<file path="src/rtl/rca_pkg.sv">
// Shared definitions for the pipelined ripple-carry adder/subtractor.
package rca_pkg;

  localparam logic MODE_ADD = 1'b0;
  localparam logic MODE_SUB = 1'b1;

  // Bits resolved per pipeline stage.
  function automatic int chunk_width(input int width, input int stages);
    return (stages > 0) ? (width / stages) : 1;
  endfunction

  // True when the WIDTH/STAGES pair cannot be split into equal slices.
  function automatic bit cfg_invalid(input int width, input int stages);
    return (stages < 1) || (stages > width) || ((width % stages) != 0);
  endfunction

endpackage

</file>
<file path="src/rtl/rca_pipelined_if.sv">
// Operand/result bus of the pipelined adder/subtractor.
interface rca_pipelined_if #(
  parameter int WIDTH = 8
);
  logic             in_valid;
  logic [WIDTH-1:0] A;
  logic [WIDTH-1:0] B;
  logic             Cin;
  logic             sub;
  logic             out_valid;
  logic [WIDTH:0]   Q;
  logic             ovf;

  modport master (
    output in_valid, A, B, Cin, sub,
    input  out_valid, Q, ovf
  );

  modport slave (
    input  in_valid, A, B, Cin, sub,
    output out_valid, Q, ovf
  );
endinterface

</file>
<file path="src/rtl/rca_pipe_stage.sv">
// One pipeline stage: ripples CHUNK bits of the sum starting at slice IDX,
// then registers the partial sum, carry, operands and sign bits.
module rca_pipe_stage #(
  parameter int WIDTH = 8,
  parameter int CHUNK = 4,
  parameter int IDX   = 0,
  parameter bit LAST  = 1'b0
) (
  input  logic             clk,
  input  logic             reset,
  input  logic             enable,
  input  logic             vld_i,
  input  logic             c_i,
  input  logic [WIDTH-1:0] a_i,
  input  logic [WIDTH-1:0] b_i,
  input  logic [WIDTH-1:0] sum_i,
  input  logic             sa_i,
  input  logic             sb_i,
  input  logic             ovf_i,
  output logic             vld_o,
  output logic             c_o,
  output logic [WIDTH-1:0] a_o,
  output logic [WIDTH-1:0] b_o,
  output logic [WIDTH-1:0] sum_o,
  output logic             sa_o,
  output logic             sb_o,
  output logic             ovf_o
);

  localparam int LO = IDX * CHUNK;

  logic             vld_q;
  logic             c_q, c_d;
  logic [WIDTH-1:0] a_q, b_q;
  logic [WIDTH-1:0] sum_q, sum_d;
  logic             sa_q, sb_q;
  logic             ovf_q, ovf_d;
  logic             carry;
  logic             load;

  // Ripple this stage's slice; the final stage also derives signed overflow
  // from the now-complete MSB, earlier stages just pass ovf along.
  always_comb begin
    sum_d = sum_i;
    carry = c_i;
    for (int j = 0; j < CHUNK; j++) begin
      sum_d[LO+j] = a_i[LO+j] ^ b_i[LO+j] ^ carry;
      carry       = (a_i[LO+j] & b_i[LO+j]) | (carry & (a_i[LO+j] ^ b_i[LO+j]));
    end
    c_d   = carry;
    ovf_d = LAST ? ((sa_i == sb_i) && (sum_d[WIDTH-1] != sa_i)) : ovf_i;
  end

  // The output stage keeps its last valid result when a bubble arrives.
  assign load = vld_i || !LAST;

  // Stage registers: reset clears everything, enable=0 freezes everything.
  always_ff @(posedge clk) begin
    if (reset) begin
      vld_q <= 1'b0;
      c_q   <= 1'b0;
      a_q   <= '0;
      b_q   <= '0;
      sum_q <= '0;
      sa_q  <= 1'b0;
      sb_q  <= 1'b0;
      ovf_q <= 1'b0;
    end else if (enable) begin
      vld_q <= vld_i;
      if (load) begin
        c_q   <= c_d;
        a_q   <= a_i;
        b_q   <= b_i;
        sum_q <= sum_d;
        sa_q  <= sa_i;
        sb_q  <= sb_i;
        ovf_q <= ovf_d;
      end
    end
  end

  assign vld_o = vld_q;
  assign c_o   = c_q;
  assign a_o   = a_q;
  assign b_o   = b_q;
  assign sum_o = sum_q;
  assign sa_o  = sa_q;
  assign sb_o  = sb_q;
  assign ovf_o = ovf_q;

endmodule

</file>
<file path="src/rtl/rca_pipelined.sv">
// Pipelined ripple-carry adder/subtractor: WIDTH bits split into STAGES equal
// slices, one slice per stage, with valid tracking and signed overflow.
module rca_pipelined
  import rca_pkg::*;
#(
  parameter int WIDTH  = 8,
  parameter int STAGES = 2
) (
  input  logic clk,
  input  logic reset,
  input  logic enable,
  rca_pipelined_if.slave bus
);

  localparam int CHUNK = chunk_width(WIDTH, STAGES);
  localparam bit BAD   = cfg_invalid(WIDTH, STAGES);

  if (BAD) begin : g_cfg_error
    $error("rca_pipelined: WIDTH must be a multiple of STAGES and STAGES in 1..WIDTH");
  end

  logic             vld_s [0:STAGES];
  logic             c_s   [0:STAGES];
  logic [WIDTH-1:0] a_s   [0:STAGES];
  logic [WIDTH-1:0] b_s   [0:STAGES];
  logic [WIDTH-1:0] sum_s [0:STAGES];
  logic             sa_s  [0:STAGES];
  logic             sb_s  [0:STAGES];
  logic             ovf_s [0:STAGES];
  logic             unused_tail;

  // Input capture: subtraction feeds ~B and ~Cin so the slices only ever add.
  assign vld_s[0] = bus.in_valid;
  assign a_s[0]   = bus.A;
  assign b_s[0]   = (bus.sub == MODE_SUB) ? ~bus.B : bus.B;
  assign c_s[0]   = (bus.sub == MODE_SUB) ? ~bus.Cin : bus.Cin;
  assign sum_s[0] = '0;
  assign sa_s[0]  = a_s[0][WIDTH-1];
  assign sb_s[0]  = b_s[0][WIDTH-1];
  assign ovf_s[0] = 1'b0;

  for (genvar k = 0; k < STAGES; k++) begin : g_stage
    rca_pipe_stage #(
      .WIDTH(WIDTH),
      .CHUNK(CHUNK),
      .IDX  (k),
      .LAST (k == STAGES - 1)
    ) u_stage (
      .clk   (clk),
      .reset (reset),
      .enable(enable),
      .vld_i (vld_s[k]),
      .c_i   (c_s[k]),
      .a_i   (a_s[k]),
      .b_i   (b_s[k]),
      .sum_i (sum_s[k]),
      .sa_i  (sa_s[k]),
      .sb_i  (sb_s[k]),
      .ovf_i (ovf_s[k]),
      .vld_o (vld_s[k+1]),
      .c_o   (c_s[k+1]),
      .a_o   (a_s[k+1]),
      .b_o   (b_s[k+1]),
      .sum_o (sum_s[k+1]),
      .sa_o  (sa_s[k+1]),
      .sb_o  (sb_s[k+1]),
      .ovf_o (ovf_s[k+1])
    );
  end

  // Operands leaving the last stage have nothing left to feed.
  assign unused_tail = ^{a_s[STAGES], b_s[STAGES], sa_s[STAGES], sb_s[STAGES]};

  assign bus.out_valid = vld_s[STAGES];
  assign bus.Q         = {c_s[STAGES], sum_s[STAGES]};
  assign bus.ovf       = ovf_s[STAGES];

endmodule
</file>
<file path="src/flat_wrapper.sv">
// flat-port wrapper written by rule: the top's interface ports become plain ports
module rca_pipelined_flat import rca_pkg::*;
#(
  parameter int WIDTH  = 8,
  parameter int STAGES = 2
)
  (clk, reset, enable, bus_in_valid, bus_A, bus_B, bus_Cin, bus_sub, bus_out_valid, bus_Q, bus_ovf);
  rca_pipelined_if #(.WIDTH(WIDTH)) bus_i ();
  input  logic clk;
  input  logic reset;
  input  logic enable;
  input wire logic [$bits(bus_i.in_valid)-1:0] bus_in_valid;
  input wire logic [$bits(bus_i.A)-1:0] bus_A;
  input wire logic [$bits(bus_i.B)-1:0] bus_B;
  input wire logic [$bits(bus_i.Cin)-1:0] bus_Cin;
  input wire logic [$bits(bus_i.sub)-1:0] bus_sub;
  output wire logic [$bits(bus_i.out_valid)-1:0] bus_out_valid;
  output wire logic [$bits(bus_i.Q)-1:0] bus_Q;
  output wire logic [$bits(bus_i.ovf)-1:0] bus_ovf;
  assign bus_i.in_valid = bus_in_valid;
  assign bus_i.A = bus_A;
  assign bus_i.B = bus_B;
  assign bus_i.Cin = bus_Cin;
  assign bus_i.sub = bus_sub;
  assign bus_out_valid = bus_i.out_valid;
  assign bus_Q = bus_i.Q;
  assign bus_ovf = bus_i.ovf;
  rca_pipelined #(.WIDTH(WIDTH), .STAGES(STAGES)) u_core (.clk(clk), .reset(reset), .enable(enable), .bus(bus_i));
endmodule
</file>
<file path="config.mk">
export PLATFORM = sky130hd
export DESIGN_NAME = rca_pipelined_flat
export DESIGN_NICKNAME = d
export VERILOG_FILES = /design/src/rtl/rca_pkg.sv /design/src/rtl/rca_pipelined_if.sv /design/src/rtl/rca_pipe_stage.sv /design/src/rtl/rca_pipelined.sv /design/src/flat_wrapper.sv
export SDC_FILE = /design/constraint.sdc
export NUM_CORES = 1
export LEC_CHECK = 0
export CORE_MARGIN = 2
export CORE_UTILIZATION = 44
export DETAILED_ROUTE_END_ITERATION = 8
export PLACE_DENSITY = 0.75
export SYNTH_ARGS = -nofsm -noshare
export SYNTH_HDL_FRONTEND = slang
export SYNTH_SLANG_ARGS = --single-unit
</file>
<file path="constraint.sdc">
create_clock -name clk -period 2.3 [get_ports clk]
set_input_delay 0.23 -clock clk [delete_from_list [all_inputs] [get_ports clk]]
set_output_delay 0.23 -clock clk [all_outputs]
set_load 0.005 [all_outputs]
</file>
==> results of run 1 <==
==> synth_stat cells <==
library cell  count  area, µm²
and4bb_1          1       12.5
a21bo_1           6       60.1
inv_1            13       48.8
a21oi_1           4       20.0
buf_4             2       15.0
buf_6             6       67.6
nor2_1           14       52.6
xor2_1            2       17.5
mux2i_1           8       80.1
a32o_1            1       10.0
xnor2_1           8       70.1
nand2b_1          1       6.26
fa_1              8        160
buf_2             4       20.0
nand3_1           6       30.0
a211oi_2          6       75.1
ha_1              1       12.5
a21oi_2           6       52.6
dfxtp_1          25        500
a311oi_2          3       45.0
nand2_2           1       6.26
==> path summary, 6_finish.rpt <==
kind	end	slack [ns]	from	depth (start not counted)
setup / recovery	u_core.g_stage[1].u_stage.ovf_o	0.01	u_core.g_stage[0].u_stage.c_o	9
hold / removal	u_core.g_stage[1].u_stage.vld_o	0.41	enable	3
setup reg to reg	u_core.g_stage[1].u_stage.ovf_o	0.01	u_core.g_stage[0].u_stage.c_o	9
hold reg to reg	u_core.g_stage[1].u_stage.vld_o	0.48	u_core.g_stage[1].u_stage.vld_o	2
==> final cells by class <==
type / instances / area (µm²)
clock buffers: 3 / 22.5
well taps: 33 / 41.3
repair buffers: 35 / 339
flip-flops and latches: 25 / 502
multi-input cells: 76 / 723
inverters: 13 / 48.8
clock inverters: 1 / 7.51
fillers: 281 / 1320
==> through the flow <==
stage / util / setup WS [ns] / instances / area (µm²) / TNS, ns
6_report: 0.561 / 0.0129 / 186 / 1680 / 0
5_1_grt: 0.561 / -0.0759 / 186 / 1680 / -0.0759
4_1_cts: 0.558 / -0.0181 / 186 / 1670 / -0.0181
3_5_place_dp: 0.546 / -0.402 / 182 / 1640 / -0.783
3_3_place_gp: 0.546 / -0.339 / 182 / 1640 / -0.548
2_1_floorplan: - / 0.0449 / 126 / 1360 / 0
==> cells by family after synthesis <==
group / count (synthesis) / share of synthesized area
XOR/XNOR: 10 / 0.0643
buffers and inverters: 25 / 0.111
AND/OR/NAND/NOR: 23 / 0.0790
adder cells (fa/ha/maj): 9 / 0.127
multiplexers: 8 / 0.0588
flip-flops: 25 / 0.367
AO/OA/AOI/OAI: 26 / 0.193
==> state kept, by name (all words and copies together), names as in the netlist <==
register                      count
u_core.g_stage.u_stage.sum_o     12
u_core.g_stage.u_stage.ovf_o      1
u_core.g_stage.u_stage.c_o        2
u_core.g_stage.u_stage.b_o        3
u_core.g_stage.u_stage.a_o        3
u_core.g_stage.u_stage.vld_o      2
u_core.g_stage.u_stage.sa_o       1
u_core.g_stage.u_stage.sb_o       1
==> layer usage <==
layer | global-route usage | wire (µm) | vias up
met5 | 0 | 0 | -
met4 | 0.0381 | 11 | 0
met3 | 0.0476 | 97 | 2
met2 | 0.259 | 1230 | 20
met1 | 0.180 | 954 | 453
li1 | - | - | 466
==> repair_timing <==
action	4_1_cts	5_1_grt
setup endpoints to repair	3	3
gates resized for setup	6	2
pin swaps	3	4
==> power by group through the flow <==
stage / sequential, mW / combinational (mW) / clock [mW]
3_3_place_gp: 0.492 / 0.192 / 0
2_1_floorplan: 0.484 / 0.143 / 0
6_report: 0.484 / 0.195 / 0.203
4_1_cts: 0.484 / 0.198 / 0.214
3_5_place_dp: 0.493 / 0.196 / 0
5_1_grt: 0.489 / 0.221 / 0.228
==> critical path, delay by kind of cell, from the launching register on <==
family | cells | cell delay, ns
buf+inv | 3 | 0.18
flops | 1 | 0.36
compound gates | 1 | 0.20
fa+ha+maj | 4 | 1.33
xor+xnor | 1 | 0.15
==> impl_results.md, run 1 <==
* Worst hold margin at 0.413 ns
* Leak at 0.648 nW
* Vias at 941
* Startpoint types: flop
* Core area at 0.00300 mm²
* Worst path max stage delay at 0.45 ns
* Rel. slew slack at 0.483
* Skew final at 0.0110 ns
* Routed wire length at 2290 µm
* FMAX at 437 MHz
* CTS tree: built
* Starting Density at 0.454
* Comb pwr share at 0.221
* Clk sink count at 25
* Clk_lat worst skew at 0.33 ns
* Slowest cell on the critical path: fa_1
* Die Y at 59.7 µm
* Post-CTS Setup Bufs at 0
* Mean Syn Cell Area at 10.8 µm²
* Post-route antenna net violation count at 0
* Clk slew on worst S/H paths at 0.14 ns
* Commonest non-fill, non-tap cells in the layout: 29 x clkdlybuf4s50_1, 24 x dfxtp_1, 14 x nor2_1
* Yosys warns at 0
* CTS Hold Bufs at 0
* Mapped Area at 0.00136 mm²
* Min Tclk post-route at 2.29 ns
* Switch share at 0.280
* Synthesized Nets at 157
* Commonest non-fill, non-tap cell in the layout: clkdlybuf4s50_1
* Layout cells sized above 1 at 0.196
* Die ar. at 0.00356 mm²
* Net switching power at 247 µW
* First-pass GRT wire length at 4060 µm
* Status: completed
* RSZ-0062 raised after global routing: true
* Register bit total from synthesis at 25
* Die W at 59.7 µm
* GRT Total Usage at 0.150
* Sequential Power Share at 0.549
* Root buf cell: clkbuf_4
* Seq/Total Area, Yosys at 0.367
* Setup violations, final at 0
* Post-layout power at 882 µW
* Tightest Pin Transition at 0.774 ns
* WL/cell at 12.3 µm
* Cell Pwr Density at 524 mW/mm²
* Worst hold path class: in2reg
* Drt drc at 0
* Power Internal at 635 µW
* Initial DRC Count at 27
* Initial antenna violation count at 0
* IO Pins at 33
* GP Congestion at 0.696
* Critical path endpoint category: flop
* Slew Viols, Final at 0
* Maxcap violations at 0
* CP max FO at 2
* Final Hold Violating Endpoints at 0
* H-Tree Level Count at 1
* Detailed Routing Iterations Pass 1 at 4
* Synth Instances at 126
* Pin count of the biggest net entering global routing at 29
* Period Utilization, post-route at 0.994
* # port buffers at 32
* Post-DR vias/cell at 5.06
* Clk buf depth at 2
* # rows at 20
* CP Class: reg2reg
* Half-perimeter wire length after placement at 1670 µm
* Vias in the first global route at 934
* Clock power frac at 0.230
* Final net count at 185
* CP Data Required Time at 2.54 ns
* Worst vdd ir at 0.284 mV
* Crit-path cells: fa_2 > inv_2 > fa_1 > inv_1 > fa_2 > inv_2 > fa_1 > xnor2_1 > a32o_1
* ANT cells at 0
* Num CTS Buffers at 3
* Synth unique cells at 21
* GRT overflow at 0
* Syn-to-layout area delta at 23.6%
* Data arrival, critical path at 2.53 ns
No activity file was read; power rests on OpenSTA's default activity.
==> run 2, diff against run 1 <==
--- a/config.mk
+++ b/config.mk
@@ -8,6 +8,7 @@
 export CORE_MARGIN = 2
 export CORE_UTILIZATION = 44
 export DETAILED_ROUTE_END_ITERATION = 8
+export GPL_ROUTABILITY_DRIVEN = 1
 export PLACE_DENSITY = 0.75
 export SYNTH_ARGS = -nofsm -noshare
 export SYNTH_HDL_FRONTEND = slang
==> results of run 2 <==
Final layout, timing and power as in run 1 (identical DEF).
